File: config.mk
export PLATFORM = sky130hd
export DESIGN_NAME = div_ratio_ctrl
export DESIGN_NICKNAME = d
export VERILOG_FILES = /design/src/rtl/div_ctrl_pkg.sv /design/src/rtl/fb_edge_sync.sv /design/src/rtl/div_ratio_ctrl.sv
export SDC_FILE = /design/constraint.sdc
export NUM_CORES = 1
export LEC_CHECK = 0
export CAP_MARGIN = 10
export CORE_UTILIZATION = 42
export CTS_BUF_LIST = sky130_fd_sc_hd__clkbuf_8 sky130_fd_sc_hd__clkbuf_16
export CTS_CLUSTER_SIZE = 28
export DETAILED_ROUTE_END_ITERATION = 8
export GPL_ROUTABILITY_DRIVEN = 0
export PLACE_DENSITY = 0.73
export SYNTH_ARGS = -nofsm -noshare
export SYNTH_HDL_FRONTEND = slang
export SYNTH_SLANG_ARGS = --single-unit
export TNS_END_PERCENT = 1
File: constraint.sdc
create_clock -name clk_in -period 2.9 [get_ports clk_in]
set_input_delay 0.29 -clock clk_in [delete_from_list [all_inputs] [get_ports clk_in]]
set_output_delay 0.29 -clock clk_in [all_outputs]
set_load 0.02 [all_outputs]
File: src/rtl/div_ctrl_pkg.sv
// Shared types and defaults for the FMDLL divide-ratio controller.
// State encoding, divider M encodings and the default cycle budgets.
package div_ctrl_pkg;

    typedef enum logic [2:0] {
        ST_IDLE    = 3'd0,
        ST_HOLD    = 3'd1,
        ST_SWITCH  = 3'd2,
        ST_RELEASE = 3'd3,
        ST_DONE    = 3'd4
    } div_state_e;

    // M[1]=0 routes CLK_exit straight through, M[1]=1 selects the DIV_M path
    localparam logic [1:0] M_EXIT_0 = 2'd0;
    localparam logic [1:0] M_EXIT_1 = 2'd1;
    localparam logic [1:0] M_DIV_2  = 2'd2;
    localparam logic [1:0] M_DIV_3  = 2'd3;

    localparam logic [1:0] DEF_M           = M_EXIT_0;
    localparam int         DEF_HOLD_CYC    = 4;
    localparam int         DEF_SETTLE_CYC  = 4;
    localparam int         DEF_EDGE_CNT    = 3;
    localparam int         DEF_TIMEOUT_CYC = 64;

    function automatic int max3(input int a, input int b, input int c);
        int m;
        m = (a > b) ? a : b;
        return (m > c) ? m : c;
    endfunction

endpackage

File: src/rtl/fb_edge_sync.sv
// Brings the divider's clk4 output into the clk_in domain and flags each
// rising edge with a one-cycle pulse (2-3 clk_in cycles after the edge).
module fb_edge_sync (
    input  logic clk_in,
    input  logic rst_n,
    input  logic clk4_fb,
    output logic fb_edge
);

    logic sync1_q;
    logic sync2_q;
    logic dly_q;

    // NOTE: flops use non-blocking assignment so every stage samples the
    // pre-edge value of its neighbour; blocking here would collapse the chain.
    always_ff @(posedge clk_in or negedge rst_n) begin
        if (!rst_n) begin
            sync1_q <= 1'b0;
            sync2_q <= 1'b0;
            dly_q   <= 1'b0;
        end else begin
            sync1_q <= clk4_fb;
            sync2_q <= sync1_q;
            dly_q   <= sync2_q;
        end
    end

    assign fb_edge = sync2_q & ~dly_q;

endmodule

File: src/rtl/div_ratio_ctrl.sv
// Sequences FMDLL divider M changes: hold divider in reset, switch M, settle,
// release and confirm via clk4 feedback edges. Optional macro: DIV_CTRL_TIMEOUT_EN.
module div_ratio_ctrl
    import div_ctrl_pkg::*;
#(
    parameter logic [1:0] DEFAULT_M   = DEF_M,
    parameter int         HOLD_CYC    = DEF_HOLD_CYC,
    parameter int         SETTLE_CYC  = DEF_SETTLE_CYC,
    parameter int         EDGE_CNT    = DEF_EDGE_CNT,
    parameter int         TIMEOUT_CYC = DEF_TIMEOUT_CYC
) (
    input  logic       clk_in,
    input  logic       rst_n,
    input  logic       cfg_req,
    input  logic [1:0] cfg_m,
    output logic       cfg_ack,
    output logic       cfg_busy,
    output logic [1:0] div_m_sel,
    output logic       div_rst_n,
    input  logic       clk4_fb,
    output logic       ready,
    output logic       err
);

    localparam int CNT_W  = $clog2(max3(HOLD_CYC, SETTLE_CYC, TIMEOUT_CYC) + 1);
    localparam int EDGE_W = $clog2(EDGE_CNT + 1);

    localparam logic [CNT_W-1:0]  HOLD_LAST   = CNT_W'(HOLD_CYC - 1);
    localparam logic [CNT_W-1:0]  SETTLE_LAST = CNT_W'(SETTLE_CYC - 1);
    localparam logic [EDGE_W-1:0] EDGE_TARGET = EDGE_W'(EDGE_CNT);

    div_state_e        state_q, state_d;
    logic [CNT_W-1:0]  cyc_q, cyc_d;
    logic [EDGE_W-1:0] edge_q, edge_d, edge_inc;
    logic [1:0]        pend_m_q, pend_m_d;
    logic [1:0]        m_sel_q, m_sel_d;
    logic              div_rst_n_q, div_rst_n_d;
    logic              ready_q, ready_d;
    logic              ack_q, ack_d;
    logic              busy_q, busy_d;
    logic              boot_q, boot_d;
    logic              fb_edge;
    logic              timeout_hit;

    fb_edge_sync u_fb_edge_sync (
        .clk_in  (clk_in),
        .rst_n   (rst_n),
        .clk4_fb (clk4_fb),
        .fb_edge (fb_edge)
    );

`ifdef DIV_CTRL_TIMEOUT_EN
    localparam logic [CNT_W-1:0] TIMEOUT_LAST = CNT_W'(TIMEOUT_CYC - 1);

    logic err_q;

    assign timeout_hit = (state_q == ST_RELEASE) && (cyc_q == TIMEOUT_LAST);

    // Only a RELEASE->IDLE transition is a timeout; it stays set until rst_n
    always_ff @(posedge clk_in or negedge rst_n) begin
        if (!rst_n) begin
            err_q <= 1'b0;
        end else if (state_q == ST_RELEASE && state_d == ST_IDLE) begin
            err_q <= 1'b1;
        end
    end

    assign err = err_q;
`else
    assign timeout_hit = 1'b0;
    assign err         = 1'b0;
`endif

    always_comb begin
        edge_inc = edge_q;
        if (fb_edge && edge_q != EDGE_TARGET) begin
            edge_inc = edge_q + EDGE_W'(1);
        end
    end

    // NOTE: every variable gets a default before the case so no path leaves
    // one unassigned; a missing default here would infer a latch.
    always_comb begin
        state_d     = state_q;
        cyc_d       = (cyc_q == '1) ? cyc_q : cyc_q + CNT_W'(1);
        edge_d      = edge_q;
        pend_m_d    = pend_m_q;
        m_sel_d     = m_sel_q;
        div_rst_n_d = div_rst_n_q;
        ready_d     = ready_q;
        ack_d       = 1'b0;
        boot_d      = boot_q;

        unique case (state_q)
            ST_IDLE: begin
                if (cfg_req) begin
                    if (cfg_m == m_sel_q && ready_q) begin
                        state_d = ST_DONE;
                    end else begin
                        pend_m_d    = cfg_m;
                        ready_d     = 1'b0;
                        div_rst_n_d = 1'b0;
                        state_d     = ST_HOLD;
                    end
                end
            end
            ST_HOLD: begin
                div_rst_n_d = 1'b0;
                if (cyc_q == HOLD_LAST) begin
                    m_sel_d = pend_m_q;
                    state_d = ST_SWITCH;
                end
            end
            ST_SWITCH: begin
                if (cyc_q == SETTLE_LAST) begin
                    div_rst_n_d = 1'b1;
                    edge_d      = '0;
                    state_d     = ST_RELEASE;
                end
            end
            ST_RELEASE: begin
                edge_d = edge_inc;
                if (edge_inc == EDGE_TARGET) begin
                    state_d = ST_DONE;
                end else if (timeout_hit) begin
                    // Divider left running; a fresh request retries from HOLD
                    boot_d  = 1'b0;
                    state_d = ST_IDLE;
                end
            end
            ST_DONE: begin
                boot_d  = 1'b0;
                state_d = ST_IDLE;
            end
            default: begin
                state_d = ST_IDLE;
            end
        endcase

        if (state_d != state_q) begin
            cyc_d = '0;
        end

        // Boot completion raises ready but is not an answer to any request
        if (state_d == ST_DONE && state_q != ST_DONE) begin
            ready_d = 1'b1;
            ack_d   = ~boot_q;
        end

        busy_d = (state_d != ST_IDLE);
    end

    always_ff @(posedge clk_in or negedge rst_n) begin
        if (!rst_n) begin
            state_q     <= ST_HOLD;
            cyc_q       <= '0;
            edge_q      <= '0;
            pend_m_q    <= DEFAULT_M;
            m_sel_q     <= DEFAULT_M;
            div_rst_n_q <= 1'b0;
            ready_q     <= 1'b0;
            ack_q       <= 1'b0;
            busy_q      <= 1'b1;
            boot_q      <= 1'b1;
        end else begin
            state_q     <= state_d;
            cyc_q       <= cyc_d;
            edge_q      <= edge_d;
            pend_m_q    <= pend_m_d;
            m_sel_q     <= m_sel_d;
            div_rst_n_q <= div_rst_n_d;
            ready_q     <= ready_d;
            ack_q       <= ack_d;
            busy_q      <= busy_d;
            boot_q      <= boot_d;
        end
    end

    assign div_m_sel = m_sel_q;
    assign div_rst_n = div_rst_n_q;
    assign ready     = ready_q;
    assign cfg_ack   = ack_q;
    assign cfg_busy  = busy_q;

endmodule

# Word level (Yosys, flattened, before mapping)
# Index checks and enable logic that the tools add are counted.
# word_totals
elab_cells	68
reg_bits	24
output_inout_bits	7
inputBits	6
# classes
mux	18
n_addsub	2
n_reduce_logical	14
bitwise_logic	4
n_eq_ne	17
# ops
op	n
two-way mux 3 bit	5
two-way mux 7 bit	2
case mux 3 bit (4 select lines)	1
!= test 2 bit (second input constant)	4
adder 7 x 1 -> 7 bit (second input constant)	1
equality test 7 x 2 -> 1 bit (second input constant)	1
equality test 7 bit (second input constant)	1
equality test 3 x 2 -> 1 bit (second input constant)	2
equality test 3 bit (second input constant)	2
two-way mux 1 bit	6
AND reduction 3 bit	2
nonzero test 2 bit	3
nonzero test 3 bit	2
two-way mux 2 bit	2
!= test 2 x 1 -> 1 bit (second input constant)	2
case mux 2 bit (2 select lines)	1
AND reduction 2 bit	2
AND reduction 4 bit	1
equality test 3 x 1 -> 1 bit (second input constant)	1
logical AND 1 bit	3
logical NOT 3 bit	1
!= test 3 bit	1
!= test 3 bit (second input constant)	1
inverter 1 bit	3
other kinds (5)	5

# Longest topological paths before layout
# Gate-level depths: netlist (run 1).
# depth
ltp_word	11
ltp_mapped	6
depth_no_buf	5

# Hierarchy
# A second synthesis (run 1) with hierarchy kept.
# hier_totals
hier_cells	115
hier_area_um2	1234.9
# modules_own_cells
mod	instances	cells_per_inst	seq_area_each_um2	area_each_um2
div_ratio_ctrl	1	111	529.3	1146.1
fb_edge_sync	1	4	75.1	88.8

# Worst setup path after synthesis (run 1)
# OpenSTA, ideal clock, no wires.
# synth_timing
path_kind	reg2reg
from	register edge_q[0]
to	register cyc_q[5]
required_ns	2.757
path_stages_with_launch	7
setup_ns	0.143
synth_period_minus_slack_ns	2.032
arrival_time_ns	1.890
slack_ns	0.868
cell_sequence	dfrtp_1 ha_1 or3b_1 clkbuf_1 mux2_4 a311oi_4 a2111oi_1
# synth_via
elab_chain_len	8
elab_cells_between_ends	10
cone_classes	1 x add/sub; 4 x eq/ne; 4 x mux; 1 x reduce/logical
# synth_lines
item	line_no	rtl
from (decl)	div_ratio_ctrl.sv:34	logic [EDGE_W-1:0] edge_q, edge_d, edge_inc;
from (signal assigned)	div_ratio_ctrl.sv:168	edge_q <= edge_d;
branches (longest 2 deep; another with adder 2 x 1 -> 2 bit)	--	
two-way mux 2 bit *	div_ratio_ctrl.sv:76	if (fb_edge && edge_q != EDGE_TARGET) begin
equality test 2 bit *	div_ratio_ctrl.sv:123	if (edge_inc == EDGE_TARGET) begin
two-way mux 3 bit *	div_ratio_ctrl.sv:123	
case mux 3 bit (4 select lines) *	div_ratio_ctrl.sv:94	unique case (state_q)
!= test 3 bit *	div_ratio_ctrl.sv:140	if (state_d != state_q) begin
!= test 2 x 1 -> 1 bit (no line) or two-way mux 7 bit (tied branches)	--	
to (signal assigned)	div_ratio_ctrl.sv:167	cyc_q <= cyc_d;
to (decl)	div_ratio_ctrl.sv:33	logic [CNT_W-1:0] cyc_q, cyc_d;
# Mark *: on every way between the ends.
# A chain may end at the register's enable or synchronous reset.

# Worst setup path in the final report (run 1)
# Ends and elaborated chain as after synthesis.

==> results of run 1 <==
-- area by class of cell --
cell class / instances / area [sq um]
timing repair buffer: 12 / 117.6
sequential: 24 / 604.3
inverter: 6 / 22.52
multi-input combinational: 74 / 521.8
tap: 30 / 37.54
fill: 233 / 1209
clock buffer: 4 / 55.05
-- layer usage --
| metal | global-route usage | vias up | part of all wire |
|---|---|---|---|
| li1 | - | 420 | - |
| met2 | 0.2871 | 12 | 0.50 |
| met3 | 0.02459 | 2 | 0.022 |
| met1 | 0.1926 | 435 | 0.47 |
| met5 | 0 | - | 0 |
| met4 | 0.03750 | 0 | 0.0038 |
-- power by group --
part | switching [mW] | internal [mW]
logic | 0.282 | 0.266
clock network | 0.0986 | 0.121
registers | 0.127 | 0.443
total | 0.507 | 0.829
-- flip-flops by register name, summed over array words and instances, names as in the netlist, 2 cells and up --
name and cells:
edge_q 2, div_m_sel 2, cyc_q 7, state_q 3, pend_m_q 2
-- per-stage QoR --
stage | power [mW] | cells | setup WS (ps) | area [sq um]
floorplan | 0.9665 | 111 | 867.5 | 1179
global placement | 1.092 | 146 | 843.7 | 1304
detailed placement | 1.126 | 146 | 742.9 | 1304
CTS | 1.349 | 150 | 731.1 | 1359
global route | 1.438 | 150 | 649.4 | 1359
finish | 1.337 | 150 | 725.3 | 1359
-- worst paths after layout --
| path | start | slack [ps] | depth (start not counted) | to |
|---|---|---|---|---|
| worst max-delay path | edge_q[0]$_DFFE_PN0P_ | 730 | 5 | cyc_q[5]$_DFFE_PN0P_ |
| worst min-delay path | u_fb_edge_sync.sync1_q$_DFF_PN0_ | 370 | 0 | u_fb_edge_sync.sync2_q$_DFF_PN0_ |
| worst max register to register | edge_q[0]$_DFFE_PN0P_ | 730 | 5 | cyc_q[5]$_DFFE_PN0P_ |
| worst min register to register | u_fb_edge_sync.sync1_q$_DFF_PN0_ | 370 | 0 | u_fb_edge_sync.sync2_q$_DFF_PN0_ |
| max in group asynchronous | rst_n | 2240 | 2 | state_q[0]$_DFF_PN1_ |
| min in group asynchronous | rst_n | 380 | 2 | cyc_q[1]$_DFFE_PN0P_ |
-- worst max-delay path: cells and delay by family (launching register included) --
family          cells  cell delay [ps]
flops               1              440
fa+ha+maj           1              220
mux                 1              360
compound gates      2              540
simple gates        1              470
-- placed cells by master (no fill, tap or decap) --
cell / netlist / final
a2111oi_1: 1 / 1
a211oi_1: 1 / 1
a21oi_1: 4 / 4
a22o_1: 1 / 1
a22oi_1: 1 / 1
a311oi_4: 1 / 1
a31oi_1: 2 / 2
a32oi_1: 1 / 1
and2_1: 1 / 1
and3_1: 2 / 2
buf_4: 1 / 1
clkbuf_8: 0 / 4
clkdlybuf4s50_1: 0 / 11
conb_1: 1 / 1
dfrtp_1: 21 / 21
dfstp_2: 3 / 3
ha_1: 2 / 2
inv_1: 6 / 6
mux2_2: 5 / 5
mux2_4: 1 / 1
mux2i_1: 3 / 3
nand2_1: 3 / 3
nand2b_1: 2 / 2
nand3_1: 4 / 4
nand4_1: 2 / 2
nand4b_1: 1 / 1
nor2_1: 7 / 7
nor3_1: 10 / 10
nor4_1: 1 / 1
nor4b_1: 1 / 1
o211ai_1: 1 / 1
o21ai_0: 7 / 7
o221a_2: 1 / 1
o221ai_1: 1 / 1
o2bb2ai_1: 1 / 1
or3b_1: 1 / 1
xnor2_1: 1 / 1
xor2_1: 3 / 3
-- cell families after synthesis --
logic type / Yosys count
AND/OR/NAND/NOR: 35
adder cells (fa/ha/maj): 2
buffers and inverters: 13
flip-flops: 24
multiplexers: 9
other: 1
AO/OA/AOI/OAI: 23
XOR/XNOR: 4
==> run summary, run 1 <==
Status: complete, no violations
Post-cts hold buffer count: 0
Wirelength, routed: 2.107 mm
GRT Util Overall: 0.1573
Initial Utilization: 0.4591
Clk sink count: 24
Setup_tns: 0 ps
Setup Buffers After CTS: 0
Final Hold Vio Count: 0
Area growth, synth to finish: 15.29%
CTS Root Cell: clkbuf_8
Routed len/inst: 14.05 microns
Die W: 54.98 microns
# DRC: 0
CTS tree: done
Clk_skew: 2.739 ps
First-pass GRT wire length: 3.312 mm
CTS Buf Count: 3
CP endpoint kind: register
Post-cts sizing count: 0
CP max-delay cell: or3b_1
Power density cells: 983.7 nW/um^2
Post-detail-place hpwl: 1.530 mm
Chip height: 54.98 microns
Tightest Hold Check Type: reg -> reg
Inserted Diodes: 0
Most used standard cell by instance count after synthesis: dfrtp_1
Worst EP required: 3020 ps
CP Class: reg -> reg
Leakage power: 0.5818 nW
Post-synthesis mux area share: 0.08599
Top cells by count, synth: dfrtp_1, nor3_1, nor2_1, o21ai_0, inv_1
Fmax achieved: 459.8 MHz
Mapped Avg Cell Area: 10.62 sq um
Finish-stage setup viols: 0
Netlist cell types: 38
Worst-Skew Late Latency: 260 ps
Synth top area share: 0.4459
Synthesis warning total: 0
Syn_nets: 119
Vias in the first global route: 781
Sequential-to-total area share from yosys stat: 0.5127
Via count: 869
Post-synthesis compound-gate area fraction: 0.1465
Max clock buf depth: 2
Pin count of the biggest net entering global routing: 25
FP Rows: 18
Grt ovf: 0
CP Max Fanout: 7
Share of layout cells above drive strength 1: 0.1333
IR drop worst, VDD: 0.0006410 V
Clock transition at the registers of the reported paths: 80 ps
Largest area contributor in the netlist: dfrtp_1
Routed vias/inst: 5.793
Max Cap Viol: 0
Tmin final: 2175 ps
DR iter-0 viols: 12
Simple-Gate Fraction of Synth Area: 0.1561
RSZ-0062 raised after global routing: false
Worst setup SP type: register
Xor and xnor area share after synthesis: 0.02972
Synthesized cell area: 1179 sq um
IO Port Bufs: 11
CP cell instances: ha_1 > or3b_1 > mux2_4 > a311oi_4 > a2111oi_1
Rel. slew slack: 0.6358
FFs w/ async S/R, synth: 1.000
CORE AREA: 2567 sq um
Number of synthesized flops with an enable pin: 0
Synth top area cells: dfrtp_1, dfstp_2, mux2_2, nor3_1, o21ai_0
Initial antenna violation count: 0
Ports: 13
Router iterations before antenna repair: 4
Largest family of logic cells by synthesized area: simple AND/OR/NAND/NOR gates
Critical Path AT: 2290 ps
Fin util: 0.5292
Post-Syn Instances: 111
Final period util: 0.7499
Worst hold slack: 365.5 ps
Die Area: 3022 sq um
H-tree Lvls: 1
Synth Area in Adders: 0.02123
Detail Route Antenna Nets: 0
Layout Nets: 129
Worst-Margin Slew: 541.3 ps
CP peak stage delay: 470 ps
Top_reg_cell synth: dfrtp_1
Yosys reg bits: 24
Max Transition Viols Final: 0
Note: power is estimated with default switching activity, not from simulation.
==> run 2, diff against run 1 <==
==> constraint.sdc (replaced) <==
create_clock -name clk_in -period 2.1 [get_ports clk_in]
set_input_delay 0.21 -clock clk_in [delete_from_list [all_inputs] [get_ports clk_in]]
set_output_delay 0.21 -clock clk_in [all_outputs]
set_load 0.02 [all_outputs]
==> run summary, run 2 (synthesis gave the netlist of run 1 again) <==
Leading registers by flop count: cyc_q x7, state_q x3
Max Transition Viols Final: 0
Pin count of the biggest net entering global routing: 25
FP Rows: 18
Detail Route Antenna Nets: 0
Grt ovf: 0
RSZ-0062 raised after global routing: false
Finish-stage setup viols: 0
Chip height: 54.98 microns
Die Area: 3022 sq um
Most common cell after layout, fill and taps aside: dfrtp_1
CORE AREA: 2567 sq um
Max reg flops: 7
Worst-Skew Late Latency: 270 ps
Critical Path AT: 2150 ps
Area growth, synth to finish: 17.83%
Fin util: 0.5409
Routed vias/inst: 5.513
Router iterations before antenna repair: 4
Routed len/inst: 13.84 microns
Worst r2r src: edge_q[1]$_DFFE_PN0P_
Power density cells: 1362 nW/um^2
Via count: 849
Status: complete, no violations
Max Cap Viol: 0
Tmin final: 2013 ps
CP Class: reg -> reg
# DRC: 0
Share of layout cells above drive strength 1: 0.1613
IO Port Bufs: 11
CTS tree: done
Largest Register: cyc_q
IR drop worst, VDD: 0.0007834 V
First-pass GRT wire length: 3.408 mm
CTS Buf Count: 3
Die W: 54.98 microns
Leakage power: 0.6008 nW
Post-cts hold buffer count: 0
CTS Root Cell: clkbuf_8
Post-detail-place hpwl: 1.529 mm
CP endpoint kind: register
Clock transition at the registers of the reported paths: 80 ps
GRT Util Overall: 0.1650
Vias in the first global route: 796
Worst EP required: 2240 ps
Power Total: 1.892 mW
Max clock buf depth: 2
Worst setup SP type: register
Tightest Hold Check Type: in -> async
Commonest non-fill, non-tap cells in the layout: dfrtp_1, clkdlybuf4s50_1, nor3_1, nor2_1, o21ai_0
Wirelength, routed: 2.131 mm
Fillers: 236
Worst hold slack: 293.7 ps
Initial antenna violation count: 0
Layout Nets: 133
Clk sink count: 24
CP Max Fanout: 7
Ports: 13
Setup_tns: 0 ps
Area after DPL: 1326 sq um
Fmax achieved: 496.8 MHz
Worst setup startpoint: edge_q[1]$_DFFE_PN0P_
H-tree Lvls: 1
Inserted Diodes: 0
Initial Utilization: 0.4591
Final Hold Vio Count: 0
DR iter-0 viols: 16
Final period util: 0.9585
Clk_skew: 2.536 ps
Fin area: 1389 sq um
[run 2: changes by cell type in the layout (fill, tap and decap cells not counted), sizes merged]
cell | before | now
buf | 1 | 5
[run 2: critical path, cell delays in order (launching register included)]
cell	delay, ps
dfrtp_1	430
ha_1	190
or3b_1	420
mux2_4	340
a311oi_4	390
a2111oi_1	100
[run 2: worst paths after layout]
check / endpoint / depth (start not counted) / slack [ps]
worst max-delay path: cyc_q[5]$_DFFE_PN0P_ / 5 / 90
worst min-delay path: cyc_q[4]$_DFFE_PN0P_ / 2 / 290
worst max register to register: cyc_q[5]$_DFFE_PN0P_ / 5 / 90
worst min register to register: u_fb_edge_sync.sync2_q$_DFF_PN0_ / 0 / 350
max in group asynchronous: state_q[0]$_DFF_PN1_ / 2 / 1520
min in group clk_in: u_fb_edge_sync.sync2_q$_DFF_PN0_ / 0 / 350
[run 2: area by class of cell]
cell class                 instances  area, sq um  share of cell area
clock buffer                       4        55.05             0.03964
multi-input combinational         74        521.8              0.3757
sequential                        24        604.3              0.4351
tap                               30        37.54             0.02703
inverter                           6        22.52             0.01622
timing repair buffer              16        147.6              0.1063
[run 2: layer usage]
metal	vias up	global-route usage	part of all wire
met5	-	0	0
met4	0	0.08750	0.021
met3	5	0.02459	0.027
met2	17	0.2771	0.50
met1	405	0.2039	0.45
li1	422	-	-
[run 2: power by group]
part	internal (mW)	switching [mW]
Clock	0.167	0.142
Combinational	0.398	0.430
Sequential	0.612	0.142
Total	1.18	0.714
[run 2: what timing repair did]
item,CTS,global route
endpoints found under the setup margin,0,7
resized for setup,0,0
endpoints found under the hold margin,0,0
setup buffers,0,1
[run 2: per-stage QoR]
step | instances | worst slack, ps
6_report | 154 | 87.19
3_5_place_dp | 149 | 48.31
4_1_cts | 153 | 26.74
2_1_floorplan | 111 | 67.51
3_3_place_gp | 149 | 126.0
5_1_grt | 154 | 4.292
==> run 3, diff against run 2 <==
--- a/config.mk
+++ b/config.mk
@@ -5,13 +5,14 @@
 export SDC_FILE = /design/constraint.sdc
 export NUM_CORES = 1
 export LEC_CHECK = 0
-export CAP_MARGIN = 10
+export CAP_MARGIN = 15
+export CORE_ASPECT_RATIO = 1.5
 export CORE_UTILIZATION = 42
 export CTS_BUF_LIST = sky130_fd_sc_hd__clkbuf_8 sky130_fd_sc_hd__clkbuf_16
 export CTS_CLUSTER_SIZE = 28
 export DETAILED_ROUTE_END_ITERATION = 8
 export GPL_ROUTABILITY_DRIVEN = 0
-export PLACE_DENSITY = 0.73
+export PLACE_DENSITY = 0.62
 export SYNTH_ARGS = -nofsm -noshare
 export SYNTH_HDL_FRONTEND = slang
 export SYNTH_SLANG_ARGS = --single-unit
==> run summary, run 3 (synthesis gave the netlist of run 1 again) <==
First-pass GRT wire length: 3.374 mm
Placed Cells: 157
Via count: 866
# DRC: 0
Die Area: 3027 sq um
Most common cell after layout, fill and taps aside: dfrtp_1
Register Area: 604.3 sq um
Grt ovf: 0
Final period util: 0.9598
Switching Fraction: 0.3581
Reg2reg setup slack: 80 ps
Worst setup SP type: register
CP Max Fanout: 7
Fin util: 0.5283
Tmin final: 2016 ps
Layout Nets: 133
Worst hold slack: 290.7 ps
Tightest Hold Check Type: in -> async
H-tree Lvls: 1
Max Transition Viols Final: 0
Initial Utilization: 0.4404
Chip height: 66.88 microns
Die W: 45.26 microns
Final Hold Vio Count: 0
Leakage power: 0.6089 nW
Post-route insts no fill: 161
Vias in the first global route: 797
Critical Path AT: 2150 ps
DR iter-0 viols: 25
Wirelength, routed: 2.085 mm
Status: complete, no violations
Ports: 13
IO Port Bufs: 11
Combinational group share of total power: 0.404
Post-cts hold buffer count: 0
Max reg flops: 7
Power Total: 1.964 mW
Clock transition at the registers of the reported paths: 80 ps
CP Class: reg -> reg
Detail Route Antenna Nets: 0
Setup_tns: 0 ps
Inserted Diodes: 0
Max clock buf depth: 2
Routed vias/inst: 5.379
RSZ-0062 raised after global routing: false
Clk_skew: 6.583 ps
GRT Util Overall: 0.1626
Share of layout cells above drive strength 1: 0.1613
Largest Register: cyc_q
IR drop worst, VDD: 0.0007001 V
Area growth, synth to finish: 19.96%
Routed len/inst: 12.95 microns
Worst EP required: 2240 ps
Int Pwr: 1.261 mW
Pin count of the biggest net entering global routing: 25
Fmax achieved: 496.1 MHz
FP Rows: 23
Clock share of power: 0.205
CTS tree: done
CORE AREA: 2676 sq um
Post-detail-place hpwl: 1.549 mm
Leading registers by flop count: cyc_q x7, state_q x3
Initial antenna violation count: 0
Power density cells: 1389 nW/um^2
Router iterations before antenna repair: 4
Post-cts sizing count: 0
CP endpoint kind: register
Max Cap Viol: 0
Worst-Skew Late Latency: 270 ps
Finish-stage setup viols: 0
CTS Root Cell: clkbuf_8
Fillers: 251
Clk sink count: 24
Seq pwr share: 0.391
P_sw: 703.4 uW
Area of the multi-input gates: 521.8 sq um
CTS Buf Count: 3
Commonest non-fill, non-tap cells in the layout: dfrtp_1, clkdlybuf4s50_1, nor3_1, nor2_1, o21ai_0
-- run 3: cell types whose count changed in the layout (fill, tap and decap cells not counted) --
cell,previous run,this run
clkbuf_8,4,3
bufinv_16,0,1
-- run 3: worst paths after layout --
kind                                                    end                             start  cells past startpoint
hold / removal                         cyc_q[2]$_DFFE_PN0P_                             rst_n                      2
max in group asynchronous                boot_q$_DFFE_PN1N_                             rst_n                      2
setup reg to reg                       cyc_q[5]$_DFFE_PN0P_             edge_q[0]$_DFFE_PN0P_                      5
setup / recovery                       cyc_q[5]$_DFFE_PN0P_             edge_q[0]$_DFFE_PN0P_                      5
min in group clk_in        u_fb_edge_sync.sync2_q$_DFF_PN0_  u_fb_edge_sync.sync1_q$_DFF_PN0_                      0
hold reg to reg            u_fb_edge_sync.sync2_q$_DFF_PN0_  u_fb_edge_sync.sync1_q$_DFF_PN0_                      0
-- run 3: power groups by stage --
stage          Combinational (mW)  Sequential (mW)  Clock [mW]
4_1_cts                     0.804            0.769       0.412
6_report                    0.794            0.767       0.403
3_5_place_dp                0.800            0.778           0
2_1_floorplan               0.589            0.746           0
3_3_place_gp                0.785            0.769           0
5_1_grt                     0.870            0.791       0.430
-- run 3: layout make-up --
class / count / area share
clock inverter: 1 / 0.02124
multi-input combinational: 74 / 0.3690
sequential: 24 / 0.4274
clock buffer: 3 / 0.02920
tap: 37 / 0.03274
inverter: 6 / 0.01593
timing repair buffer: 16 / 0.1044
-- run 3: worst max-delay path, stage by stage (launching register included) --
cell and delay, ps:
dfrtp_1 420, ha_1 200, or3b_1 410, mux2_4 340
a311oi_4 400, a2111oi_1 100
-- run 3: what timing repair did --
action	in CTS	in global routing
buffers inserted	0	0
endpoints found under the setup margin	0	5
endpoints found under the hold margin	0	0
-- run 3: per-stage QoR --
step | setup slack (ps) | instance area, sq um
floorplan | 67.51 | 1179
global placement | 113.9 | 1343
detailed placement | 49.52 | 1343
CTS | 31.35 | 1414
global route | 11.28 | 1414
finish | 84.38 | 1414
-- run 3: layer usage --
layer | wire (microns) | vias up | GRT usage
met2 | 1124 | 10 | 0.2790
li1 | - | 423 | -
met3 | 51 | 4 | 0.02439
met4 | 74 | 0 | 0.1364
met1 | 834 | 429 | 0.1644
met5 | 0 | - | 0
